<file path="config.mk">
export PLATFORM = sky130hd
export DESIGN_NAME = fsm_seq_det
export DESIGN_NICKNAME = d
export VERILOG_FILES = /design/src/rtl/fsm_seq_det_pkg.sv /design/src/rtl/fsm_seq_pat_regs.sv /design/src/rtl/fsm_seq_det.sv
export SDC_FILE = /design/constraint.sdc
export NUM_CORES = 1
export LEC_CHECK = 0
export CAP_MARGIN = 5
export CORE_MARGIN = 2
export CORE_UTILIZATION = 55
export CTS_CLUSTER_DIAMETER = 100
export DETAILED_ROUTE_END_ITERATION = 8
export GPL_TIMING_DRIVEN = 1
export HOLD_SLACK_MARGIN = 0.15
export PLACE_DENSITY_LB_ADDON = 0.08
export SKIP_LAST_GASP = 1
export SLEW_MARGIN = 40
export SYNTH_ARGS = -nofsm -noshare
export SYNTH_HDL_FRONTEND = slang
export SYNTH_HIERARCHICAL = 1
export SYNTH_SLANG_ARGS = --single-unit
</file>
<file path="constraint.sdc">
create_clock -name clk -period 4.3 [get_ports clk]
set_input_delay 0.86 -clock clk [delete_from_list [all_inputs] [get_ports clk]]
set_output_delay 0.86 -clock clk [all_outputs]
set_load 0.01 [all_outputs]
</file>
<file path="src/rtl/fsm_seq_det_pkg.sv">
// Shared types and helpers for the fsm_seq_det pattern detector.
// Holds the control-state enum, symbol classes and the clog2 helper.
package fsm_seq_det_pkg;

  typedef enum logic {
    IDLE = 1'b0,
    RUN  = 1'b1
  } state_t;

  typedef enum logic [1:0] {
    SYM_HOLD,
    SYM_ADV,
    SYM_DONE,
    SYM_MISS
  } sym_t;

  function automatic int clog2(input int v);
    int r;
    r = 0;
    while ((1 << r) < v) begin
      r = r + 1;
    end
    return r;
  endfunction

endpackage

</file>
<file path="src/rtl/fsm_seq_pat_regs.sv">
// Pattern slot register file for fsm_seq_det.
// One write port, all N slots read in parallel.
module fsm_seq_pat_regs
  import fsm_seq_det_pkg::*;
#(
  parameter int W = 8,
  parameter int N = 4
) (
  input  logic                  clk,
  input  logic                  rst,
  input  logic                  we,
  input  logic [clog2(N)-1:0]   idx,
  input  logic [W-1:0]          val,
  output logic [N-1:0][W-1:0]   pat
);

  localparam int IW = clog2(N);

  logic idx_ok;

  // Only non-power-of-two depths can see an out-of-range index.
  generate
    if ((1 << IW) > N) begin : g_chk
      assign idx_ok = (32'(idx) < 32'(N));
    end else begin : g_full
      assign idx_ok = 1'b1;
    end
  endgenerate

  always_ff @(posedge clk or posedge rst) begin
    if (rst) begin
      pat <= '0;
    end else if (we && idx_ok) begin
      pat[idx] <= val;
    end
  end

endmodule

</file>
<file path="src/rtl/fsm_seq_det.sv">
// Programmable N-symbol sequence detector with IDLE/RUN control,
// restart-only mismatch recovery and a saturating match counter.
module fsm_seq_det
  import fsm_seq_det_pkg::*;
#(
  parameter int W       = 8,
  parameter int N       = 4,
  parameter int OVERLAP = 1,
  parameter int CW      = 8
) (
  input  logic                  clk,
  input  logic                  rst,
  input  logic                  start,
  input  logic                  stop,
  input  logic                  pat_we,
  input  logic [clog2(N)-1:0]   pat_idx,
  input  logic [W-1:0]          pat_val,
  input  logic                  in_valid,
  input  logic [W-1:0]          in_val,
  output logic                  match,
  output logic [CW-1:0]         out_val,
  output logic [clog2(N+1)-1:0] progress,
  output logic                  busy
);

  localparam int PW = clog2(N+1);

  state_t state;
  state_t state_nxt;
  sym_t   sym;

  logic [N-1:0][W-1:0] pat;
  logic [W-1:0]        cur;
  logic                hit;
  logic                first;
  logic                last;
  logic                pat_wr;

  logic [PW-1:0] prog_d;
  logic [CW-1:0] cnt_d;
  logic          match_d;

  assign pat_wr = pat_we && (state == IDLE);

  fsm_seq_pat_regs #(
    .W (W),
    .N (N)
  ) u_pat (
    .clk (clk),
    .rst (rst),
    .we  (pat_wr),
    .idx (pat_idx),
    .val (pat_val),
    .pat (pat)
  );

  always_comb begin
    cur = pat[0];
    for (int i = 1; i < N; i++) begin
      if (progress == PW'(i)) begin
        cur = pat[i];
      end
    end
  end

  always_comb begin
    hit   = (in_val == cur);
    first = (in_val == pat[0]);
    last  = (progress == PW'(N-1));
    sym   = SYM_HOLD;
    unique case (1'b1)
      !in_valid:                   sym = SYM_HOLD;
      in_valid && hit && last:     sym = SYM_DONE;
      in_valid && hit && !last:    sym = SYM_ADV;
      in_valid && !hit:            sym = SYM_MISS;
      default:                     sym = SYM_HOLD;
    endcase
  end

  always_ff @(posedge clk or posedge rst) begin
    if (rst) begin
      state <= IDLE;
    end else begin
      state <= state_nxt;
    end
  end

  always_comb begin
    state_nxt = state;
    unique case (state)
      IDLE: begin
        if (start && !stop) begin
          state_nxt = RUN;
        end
      end
      RUN: begin
        if (stop) begin
          state_nxt = IDLE;
        end
      end
      default: state_nxt = IDLE;
    endcase
  end

  always_comb begin
    prog_d  = progress;
    cnt_d   = out_val;
    match_d = 1'b0;
    unique case (state)
      IDLE: begin
        if (start && !stop) begin
          prog_d = '0;
          cnt_d  = '0;
        end
      end
      RUN: begin
        unique case (sym)
          SYM_DONE: begin
            match_d = 1'b1;
            cnt_d   = (&out_val) ? out_val : out_val + 1'b1;
            prog_d  = (OVERLAP != 0 && first) ? PW'(1) : '0;
          end
          SYM_ADV:  prog_d = progress + 1'b1;
          SYM_MISS: prog_d = first ? PW'(1) : '0;
          default:  prog_d = progress;
        endcase
        // A completing symbol alongside stop still counts.
        if (stop) begin
          prog_d = '0;
        end
      end
      default: begin
        prog_d = '0;
      end
    endcase
  end

  always_ff @(posedge clk or posedge rst) begin
    if (rst) begin
      progress <= '0;
      out_val  <= '0;
      match    <= 1'b0;
    end else begin
      progress <= prog_d;
      out_val  <= cnt_d;
      match    <= match_d;
    end
  end

  assign busy = (state == RUN);

endmodule

</file>
==> results of run 1 <==
==> worst max-delay path, stage by stage (launching register included) <==
cell	delay (ps)
dfrtp_1	440
inv_1	80
ha_1	420
or4b_1	550
nand3_1	100
nand4bb_1	100
or4_1	580
or4b_4	520
o211ai_1	160
==> placed cells by master, fill, tap and decap left out, types with 2 or more instances in the layout <==
cell / n
or3_1: 3
clkdlybuf4s50_1: 36
or2_2: 2
inv_1: 9
o21ai_1: 2
nand2_1: 11
nor4b_1: 6
nor3_1: 5
a21oi_1: 8
nor3b_1: 6
nand3b_2: 2
o21a_1: 2
nand4_1: 3
xnor2_1: 5
clkbuf_8: 7
nand3_1: 7
dfrtp_1: 45
nor4_1: 6
nor2_1: 14
o211ai_1: 2
mux2i_1: 2
xor2_1: 8
nor4b_2: 2
mux2_2: 33
o21ai_0: 9
nand2b_1: 8
nor2b_1: 7
ha_1: 4
==> synth_stat cells, drive strengths merged (4+ instances only) <==
cell type / n
mux2: 33
nor2: 14
dfrtp: 45
xnor2: 5
nor3b: 7
buf: 4
nor3: 5
nand3: 8
nor4b: 8
o21ai: 11
ha: 5
xor2: 8
inv: 10
nor4: 6
nand2b: 8
a21oi: 8
nor2b: 7
nand2: 11
==> final timing paths <==
path / to / cells after the start / from
max: progress[0]$_DFFE_PP0P_ / 8 / progress[1]$_DFFE_PP0P_
min: u_pat/pat[18]$_DFFE_PP0P_ / 1 / u_pat/pat[18]$_DFFE_PP0P_
max reg2reg: progress[0]$_DFFE_PP0P_ / 8 / progress[1]$_DFFE_PP0P_
min reg2reg: u_pat/pat[18]$_DFFE_PP0P_ / 1 / u_pat/pat[18]$_DFFE_PP0P_
max in group asynchronous: u_pat/pat[25]$_DFFE_PP0P_ / 3 / rst
min in group asynchronous: out_val[6]$_DFFE_PP0P_ / 2 / rst
==> registers in the layout (all words and copies together) (netlist names) <==
register and flops:
u_pat/pat 32, match 1, busy 1, progress 3, out_val 8
==> power by group through the flow <==
stage / clock, W / sequential [W] / combinational (W)
after floorplan: 0 / 0.000533 / 0.000139
after global placement: 0 / 0.000549 / 0.000195
after detailed placement: 0 / 0.000553 / 0.000201
after CTS: 0.000287 / 0.000546 / 0.000202
after global routing: 0.000302 / 0.000555 / 0.000220
final: 0.000282 / 0.000546 / 0.000201
==> through the flow <==
| stage | worst slack, ps | hold WS [ps] |
|---|---|---|
| after floorplan | 1610 | 474 |
| after global placement | 1220 | 491 |
| after detailed placement | 1100 | 499 |
| after CTS | 1080 | 522 |
| after global routing | 1100 | 539 |
| final | 1270 | 512 |
==> logic make-up after synthesis <==
kind of cell / Yosys count / share of synthesized area
simple gates: 93 / 0.230
flops: 45 / 0.434
mux: 35 / 0.151
compound gates: 34 / 0.0839
buf+inv: 17 / 0.0328
xor+xnor: 13 / 0.0439
fa+ha+maj: 5 / 0.0241
==> layer usage <==
layer / GRT usage / share of wire
met5: 0 / 0
met4: 0.0741 / 0.015
met3: 0.0290 / 0.050
met2: 0.423 / 0.49
met1: 0.336 / 0.44
==> area by class of cell <==
class	count	share of cell area
multi-input combinational	180	0.449
sequential	45	0.365
timing repair buffer	37	0.119
clock buffer	7	0.0312
tap	52	0.0211
inverter	10	0.0122
clock inverter	1	0.00162
==> metrics.csv, run 1 <==
stage;metric;value;unit
logic_synthesis;cell_area_synth;0.00259;sq mm
logic_synthesis;synth_seq_cells;45;
power;static-leakage-power;1.24;nW
min_path;worst_hold_path_type;register to register;
power;peakVddDrop;242;uV
grt;grtUsageTotal;0.249;
power;power.net_switching;0.000276;W
setup_path;critPathCaptureType;register;
logic_synthesis;synth_area_leader_cell;dfrtp_1;
logic_synthesis;synth-edff-count;0;
cells_and_area;layout.core_utilization;0.694;
die;chipWidth;72.7;um
power;totalPowerFinal;0.00103;W
setup_path;critPathMaxFanout;13;
die;placementRows;24;
routing;via_per_inst;6.08;
power;power_density;334;mW/mm^2
timing;final.min_clock_period;3030;ps
routing;postRouteAntennaNets;0;
setup_path;cp.arrival;3250;ps
logic_synthesis;synth_top_area_frac;0.434;
placed_design;detailed_place_hpwl;4.46;mm
clock_network;postCtsHoldBufs;0;
grt;number_of_antenna_violations_at_the_first_check_in_global_routing;0;
placed_design;placed_cells_incl_taps;324;
routing;drt_first_pass_iters;6;
timing;max_slew_margin;0.515;
timing;rsz_0062_raised_after_global_routing;no;
clock_network;clkSinkCount;45;
clock_network;cts_post_setup_buffers_inserted;0;
grt;largest_net_degree_at_the_start_of_global_routing;25;
grt;remaining_global_route_overflow;0;
timing;timing_hold_violations_final;0;
clock_network;clock_tree.root_cell;clkbuf_8;
placed_design;globalplace.congestion;0.929;
logic_synthesis;gate_count_after_technology_mapping;242;
status;outcome;finished, final reports clean;
placed_design;placed_cell_area;0.00298;sq mm
logic_synthesis;seq_area_frac_synth;0.434;
setup_path;start_kind;register;
cells_and_area;final-instance-count-excl-fill;332;
power;power.share.switching;0.268;
cells_and_area;syn2layout_area_growth;18.9;%
setup_path;critPathRequiredTime;4520;ps
die;floorplan.initialDensity;0.584;
cells_and_area;design.final.nets;308;
routing;post-route-drc-count;0;
power;power.internal;0.000752;W
clock_network;worst_setup_hold_path_clk_slew;80;ps
die;die-area;0.00528;sq mm
timing;maximum_achievable_frequency;330;MHz
timing;final.period_utilization;0.705;
cells_and_area;antenna_cells_inserted;0;
cells_and_area;finish.instance_area;0.00308;sq mm
power;share_seq_of_total_power;0.531;
logic_synthesis;synthFlopType;dfrtp_1;
routing;drt_first_iter_violations;103;
clock_network;worst_skew_late_latency;300;ps
flow_run;cap_viol_max_count;0;
grt;grt_pass1_vias;2002;
cells_and_area;final.fill_count;377;
routing;routed_wire_length_per_instance;17.9;um
logic_synthesis;yosys-top-cells-area;dfrtp_1, mux2_2, xor2_1;
setup_path;r2r_setup_slack;1270;ps
cells_and_area;layout-drive-gt1-share;0.189;
die;chipHeight;72.7;um
logic_synthesis;ys.warnings.count;6;
timing;finClkSkew;4.38;ps
cells_and_area;area.sequential;0.00113;sq mm
timing;tightest_slew;728;ps
setup_path;setup.worst_path.class;register to register;
die;io_pins;37;
grt;grt_pass1_wl;9.83;mm
logic_synthesis;number_of_unique_standard_cell_types_used_by_synthesis;53;
power;share_comb_of_total_power;0.195;
clock_network;post_cts_resized;0;
timing;max_slew_violation_count;0;
clock_network;tritoncts_clock_tree;yes;
cells_and_area;total_area_of_multi_input_combinational_cells;0.00139;sq mm
routing;vias;2019;
timing;setup_tns;0;ps
clock_network;cts_buffer_depth;2;
logic_synthesis;synthesis.nets;271;
logic_synthesis;synth_area_per_cell;10.7;sq um
die;area_of_the_core_region;0.00444;sq mm
routing;routed_wl;5.94;mm
clock_network;cts-buffers-inserted;5;
placed_design;numPortBuffers;36;
clock_network;htree_num_levels;2;
logic_synthesis;synth_async_reset_ratio;1.00;
power;pwr-share-clk;0.274;
timing;setup_viol;0;
Power figures use the tool's default switching activity.
==> run 2: changes to the inputs <==
Settings changed: CORE_UTILIZATION 55 to 49.
Clock period 4.3 ns to 2.7 ns, I/O delays scaled along.
==> run 2 against run 1 <==
  * Critical path depth is 1 higher
  * Flip-flop and latch count stayed put
  * Sequential power is 61% higher
  * Clock power is 91% higher
  * Register-to-register slack worse by 1300 ps
  * Power is 72% higher
  * Largest cell class unchanged
  * Highest routed layer unchanged
==> metrics.csv, run 2 (synthesis results as in run 1) <==
stage;metric;value;unit;change
placed_design;globalplace.congestion;0.939;;+1.0%
setup_path;cp.arrival;2910;ps;-340 ps
timing;setup_slack;14.5;ps;-1250 ps
grt;number_of_antenna_violations_at_the_first_check_in_global_routing;0;;unchanged
min_path;timing.hold.worst_path_depth;1;;unchanged
power;power.internal;0.00129;W;+72%
die;chipWidth;76.8;um;+5.6%
status;outcome;finished, final reports clean;;
clock_network;cts_buffer_depth;2;;unchanged
clock_network;cts-buffers-inserted;5;;unchanged
timing;max_slew_margin;0.666;;+0.151
power;power.share.switching;0.269;;+0.000600
power;static-leakage-power;1.44;nW;+16%
die;chipHeight;76.8;um;+5.6%
cells_and_area;layout-drive-gt1-share;0.324;;+0.134
timing;finClkSkew;3.86;ps;-0.517 ps
setup_path;critPathCaptureType;register;;
grt;grt_pass1_wl;10.8;mm;+9.7%
power;share_seq_of_total_power;0.497;;-0.034
power;power.net_switching;0.000476;W;+72%
routing;vias;2122;;+5.1%
routing;drt_first_iter_violations;72;;-30%
timing;final.period_utilization;0.995;;+0.290
clock_network;clock_tree.root_cell;clkbuf_8;;
timing;rsz_0062_raised_after_global_routing;yes;;
timing;timing_hold_violations_final;0;;unchanged
grt;grtUsageTotal;0.231;;-0.0179
clock_network;tritoncts_clock_tree;yes;;
placed_design;dp_worst_setup_slack;-158;ps;-1260 ps
timing;maximum_achievable_frequency;372;MHz;+13%
routing;routed_wl;6.51;mm;+9.7%
setup_path;critPathRequiredTime;2930;ps;-1590 ps
clock_network;htree_num_levels;2;;unchanged
cells_and_area;design.final.nets;340;;+10%
cells_and_area;most_frequent_cells_in_the_layout;dfrtp_1, clkdlybuf4s50_1, mux2_2;;
timing;final.min_clock_period;2690;ps;-345 ps
timing;hold_ws;521;ps;+8.74 ps
routing;via_per_inst;5.55;;-8.7%
cells_and_area;layout_top_registers;u_pat/pat x32, out_val x8, progress x3;;
routing;drt_first_pass_iters;4;;-2
routing;postRouteAntennaNets;0;;unchanged
grt;grt_pass1_vias;2194;;+9.6%
cells_and_area;largest_register;u_pat/pat;;
grt;remaining_global_route_overflow;0;;unchanged
cells_and_area;max_reg_flops;32;;unchanged
cells_and_area;most_common_cell_after_layout_fill_and_taps_aside;dfrtp_1;;
clock_network;worst_skew_late_latency;300;ps;about the same
clock_network;postCtsHoldBufs;0;;unchanged
routing;post-route-drc-count;0;;unchanged
placed_design;numPortBuffers;36;;unchanged
timing;tightest_slew;501;ps;-227 ps
routing;routed_wire_length_per_instance;17.0;um;-4.7%
die;area_of_the_core_region;0.00511;sq mm;+15%
flow_run;cap_viol_max_count;0;;unchanged
min_path;worst_hold_path_type;register to register;;
placed_design;detailed_place_hpwl;4.82;mm;+8.0%
die;floorplan.initialDensity;0.508;;-0.0758
power;pwr-share-clk;0.305;;+0.031
timing;max_slew_violation_count;0;;unchanged
clock_network;clkSinkCount;45;;unchanged
setup_path;r2r_setup_slack;10;ps;-1250 ps
die;placementRows;26;;+8.3%
die;io_pins;37;;unchanged
setup_path;start_kind;register;;
power;power_density;511;mW/mm^2;+53%
grt;largest_net_degree_at_the_start_of_global_routing;33;;+32%
power;share_comb_of_total_power;0.198;;+0.003
power;peakVddDrop;279;uV;+15%
cells_and_area;layout.core_utilization;0.677;;-0.0163
setup_path;critPathMaxFanout;9;;-4
timing;setup_viol;0;;unchanged
clock_network;worst_setup_hold_path_clk_slew;90;ps;about the same
setup_path;setup.worst_path.class;register to register;;
cells_and_area;antenna_cells_inserted;0;;unchanged
cells_and_area;syn2layout_area_growth;33.4;%;
setup_path;timing.reg2reg.worst_path_depth;9;;+1
die;die-area;0.00589;sq mm;+12%
==> run 2: final timing paths <==
check,from,to
worst max-delay path,progress[0]$_DFFE_PP0P_,progress[0]$_DFFE_PP0P_
worst min-delay path,u_pat/pat[19]$_DFFE_PP0P_,u_pat/pat[19]$_DFFE_PP0P_
worst max register to register,progress[0]$_DFFE_PP0P_,progress[0]$_DFFE_PP0P_
worst min register to register,u_pat/pat[19]$_DFFE_PP0P_,u_pat/pat[19]$_DFFE_PP0P_
max in group asynchronous,rst,progress[1]$_DFFE_PP0P_
min in group asynchronous,rst,out_val[6]$_DFFE_PP0P_
==> run 2: stage by stage <==
| step | power [W] | std cells | cell area, sq um | TNS, ps |
|---|---|---|---|---|
| after global placement | 0.00122 | 369 | 3200 | -120 |
| after detailed placement | 0.00122 | 369 | 3200 | -349 |
| after CTS | 0.00177 | 379 | 3370 | 0 |
| after global routing | 0.00185 | 382 | 3460 | -43.9 |
| final | 0.00177 | 382 | 3460 | 0 |
| after floorplan | 0.00107 | 242 | 2590 | 0 |
==> run 2: layout make-up <==
type | instances | area, sq um
fillers | 410 | 1650
multi-input cells | 180 | 1470
flip-flops and latches | 45 | 1130
repair buffers | 69 | 616
well taps | 70 | 87.6
clock buffers | 6 | 82.6
clock inverters | 2 | 37.5
inverters | 10 | 37.5
==> run 2: power by group through the flow <==
| stage | clock network, W | registers [W] | logic, W |
|---|---|---|---|
| floorplan | 0 | 0.000849 | 0.000221 |
| CTS | 0.000549 | 0.000872 | 0.000348 |
| detailed placement | 0 | 0.000884 | 0.000340 |
| global placement | 0 | 0.000881 | 0.000337 |
| global route | 0.000579 | 0.000891 | 0.000380 |
| finish | 0.000540 | 0.000878 | 0.000350 |
==> run 2: worst max-delay path, stage by stage (launching register included) <==
cell and delay [ps]:
dfrtp_1 410, buf_6 130, ha_4 170, buf_4 160, nor4b_2 160, o21ai_1 190, nand4bb_1 150, or4_4 510
or4b_4 540, o211ai_1 180
==> run 2: metal layers <==
layer	vias to the layer above	global-route usage	wire, um
li1	1022	-	-
met1	1029	0.302	2840
met2	57	0.391	3270
met3	14	0.0435	279
met4	0	0.0673	122
met5	-	0	0
==> run 2: what timing repair did <==
| item | in CTS | in global routing |
|---|---|---|
| setup endpoints to repair | 3 | 3 |
| pin swaps | 1 | 6 |
| gates resized for setup | 8 | 18 |
| buffers inserted | 2 | 3 |
==> run 3: changes to the inputs <==
Settings changed: REMOVE_ABC_BUFFERS set to 1.
==> run 3 against run 2 <==
  * Power is 6.3% lower
  * First-iteration DRC count is 74% higher
  * Non-clock buffer count is 1 higher
  * Core utilization is 0.20 points lower
  * Clock power is 21% lower
  * Worst hold slack worse by 3.5 ps
  * Clock-buffer cell count is 1 higher
  * Cell count stayed put
  * Critical endpoint unchanged
  * Largest cell class unchanged
  * Largest power group unchanged
  * Highest routed layer unchanged
==> metrics.csv, run 3 (synthesis results as in run 1) <==
stage;metric;value;unit;change
status;outcome;finished, final reports clean;;
cells_and_area;most_frequent_cells_in_the_layout;dfrtp_1, clkdlybuf4s50_1, buf_4, mux2_2, nor2_1;;
power;peakVddDrop;421;uV;+51%
clock_network;worst_setup_hold_path_clk_slew;80;ps;about the same
cells_and_area;layout-drive-gt1-share;0.317;;-0.00641
min_path;worst_hold_path_type;register to register;;
placed_design;numPortBuffers;36;;unchanged
timing;max_slew_margin;0.660;;-0.00540
clock_network;worst_skew_late_latency;300;ps;about the same
timing;max_slew_violation_count;0;;unchanged
clock_network;cts-buffers-inserted;5;;unchanged
timing;timing_hold_violations_final;0;;unchanged
flow_run;cap_viol_max_count;0;;unchanged
timing;maximum_achievable_frequency;371;MHz;-0.38%
cells_and_area;syn2layout_area_growth;33.0;%;
cells_and_area;antenna_cells_inserted;0;;unchanged
setup_path;cp.arrival;2910;ps;about the same
min_path;hold_endpoint;u_pat/pat[19]$_DFFE_PP0P_;;
timing;final.period_utilization;0.998;;+0.00383
grt;number_of_antenna_violations_at_the_first_check_in_global_routing;0;;unchanged
timing;setup_viol;0;;unchanged
setup_path;setup.worst_path.class;register to register;;
setup_path;regToRegEndpoint;progress[0]$_DFFE_PP0P_;;
routing;drt_first_iter_violations;125;;+74%
setup_path;start_kind;register;;
timing;rsz_0062_raised_after_global_routing;yes;;
grt;grt_pass1_vias;2154;;-1.8%
timing;setup_tns;0;ps;unchanged
min_path;worst_hold_startpoint;u_pat/pat[19]$_DFFE_PP0P_;;
die;floorplan.initialDensity;0.508;;unchanged
die;chipHeight;76.8;um;unchanged
setup_path;critPathCaptureType;register;;
routing;postRouteAntennaNets;0;;unchanged
routing;routed_wl;6.47;mm;-0.58%
clock_network;clock_tree.root_cell;clkbuf_8;;
cells_and_area;final.fill_count;415;;+1.2%
setup_path;critPathRequiredTime;2920;ps;about the same
cells_and_area;most_common_cell_after_layout_fill_and_taps_aside;dfrtp_1;;
clock_network;htree_num_levels;2;;unchanged
die;chipWidth;76.8;um;unchanged
routing;drt_first_pass_iters;4;;unchanged
placed_design;placed_cells_incl_taps;369;;unchanged
grt;largest_net_degree_at_the_start_of_global_routing;33;;unchanged
placed_design;detailed_place_hpwl;4.75;mm;-1.4%
clock_network;cts_buffer_depth;2;;unchanged
die;die-area;0.00589;sq mm;unchanged
die;io_pins;37;;unchanged
routing;via_per_inst;5.44;;-2.1%
min_path;timing.hold.worst_path_depth;1;;unchanged
placed_design;globalplace.congestion;0.893;;-4.8%
cells_and_area;final-instance-count-excl-fill;382;;unchanged
setup_path;r2r_setup_slack;4;ps;about the same
routing;post-route-drc-count;0;;unchanged
grt;grtUsageTotal;0.233;;+0.00208
setup_path;timing.reg2reg.worst_path_depth;10;;+1
clock_network;clkSinkCount;45;;unchanged
timing;finClkSkew;6.62;ps;+2.76 ps
clock_network;tritoncts_clock_tree;yes;;
die;area_of_the_core_region;0.00511;sq mm;unchanged
routing;routed_wire_length_per_instance;16.9;um;-0.58%
setup_path;critical_path.reg2reg.startpoint;progress[0]$_DFFE_PP0P_;;
grt;grt_pass1_wl;10.7;mm;-0.57%
power;power_density;480;mW/mm^2;-6.0%
cells_and_area;layout.core_utilization;0.675;;-0.00196
cells_and_area;design.final.nets;341;;+0.29%
grt;remaining_global_route_overflow;0;;unchanged
routing;vias;2078;;-2.1%
cells_and_area;layout_top_registers;u_pat/pat x32, out_val x8, progress x3;;
cells_and_area;largest_register;u_pat/pat;;
timing;final.min_clock_period;2700;ps;+10.3 ps
cells_and_area;max_reg_flops;32;;unchanged
power;static-leakage-power;1.44;nW;about the same
die;placementRows;26;;unchanged
setup_path;critPathMaxFanout;6;;-3
timing;tightest_slew;509;ps;+8.10 ps
## run 3: layout make-up
| cell class | instances | area, sq um | area share |
|---|---|---|---|
| multi-input combinational | 180 | 1480 | 0.429 |
| sequential | 45 | 1130 | 0.326 |
| timing repair buffer | 70 | 632 | 0.183 |
| tap | 70 | 87.6 | 0.0254 |
| clock buffer | 7 | 86.3 | 0.0250 |
| inverter | 10 | 37.5 | 0.0109 |
## run 3: how the worst max path moves through the flow
stage	from	endpoint	slack, ps	depth (start not counted)
after floorplan	progress[0]$_DFFE_PP0P_	progress[0]$_DFFE_PP0P_	-190	8
after global placement	progress[0]$_DFFE_PP0P_	progress[0]$_DFFE_PP0P_	-20	8
after detailed placement	progress[0]$_DFFE_PP0P_	progress[0]$_DFFE_PP0P_	-120	9
after CTS	progress[0]$_DFFE_PP0P_	progress[0]$_DFFE_PP0P_	6	9
after global routing	progress[0]$_DFFE_PP0P_	progress[0]$_DFFE_PP0P_	-50	8
final	progress[0]$_DFFE_PP0P_	progress[0]$_DFFE_PP0P_	4	10
## run 3: critical path, cell delays in order, from the launching register on
cell	delay, ps
dfrtp_1	430
inv_2	90
ha_4	190
buf_6	130
buf_4	110
mux2_4	300
or3_4	330
a22oi_2	170
a311oi_2	130
or4b_4	560
o211ai_1	180
## run 3: metrics by stage
| step | cell area, sq um | worst slack (ps) | power, W | hold WS [ps] |
|---|---|---|---|---|
| floorplan | 2550 | -187 | 0.00107 | 417 |
| global placement | 3220 | -20.2 | 0.00121 | 488 |
| detailed placement | 3220 | -115 | 0.00122 | 494 |
| CTS | 3390 | 5.54 | 0.00166 | 519 |
| global route | 3450 | -52.3 | 0.00174 | 537 |
| finish | 3450 | 4.20 | 0.00166 | 517 |
## run 3: timing repair
item	in CTS	in global routing
hold buffers	0	0
setup buffers	3	3
setup endpoints to repair	3	3
resized for setup	16	8
hold endpoints to repair	0	0
pin swaps	3	6
## run 3: power by group
part | internal (W) | switching (W) | leakage (nW)
Clock | 0.000203 | 0.000223 | 0.0443
Combinational | 0.000215 | 0.000144 | 0.832
Sequential | 0.000783 | 0.0000885 | 0.561
## run 3: metal layers
metal	GRT usage	wire length, um
met1	0.294	2900
met2	0.401	3280
met3	0.0412	189
met4	0.0836	106
met5	0	0
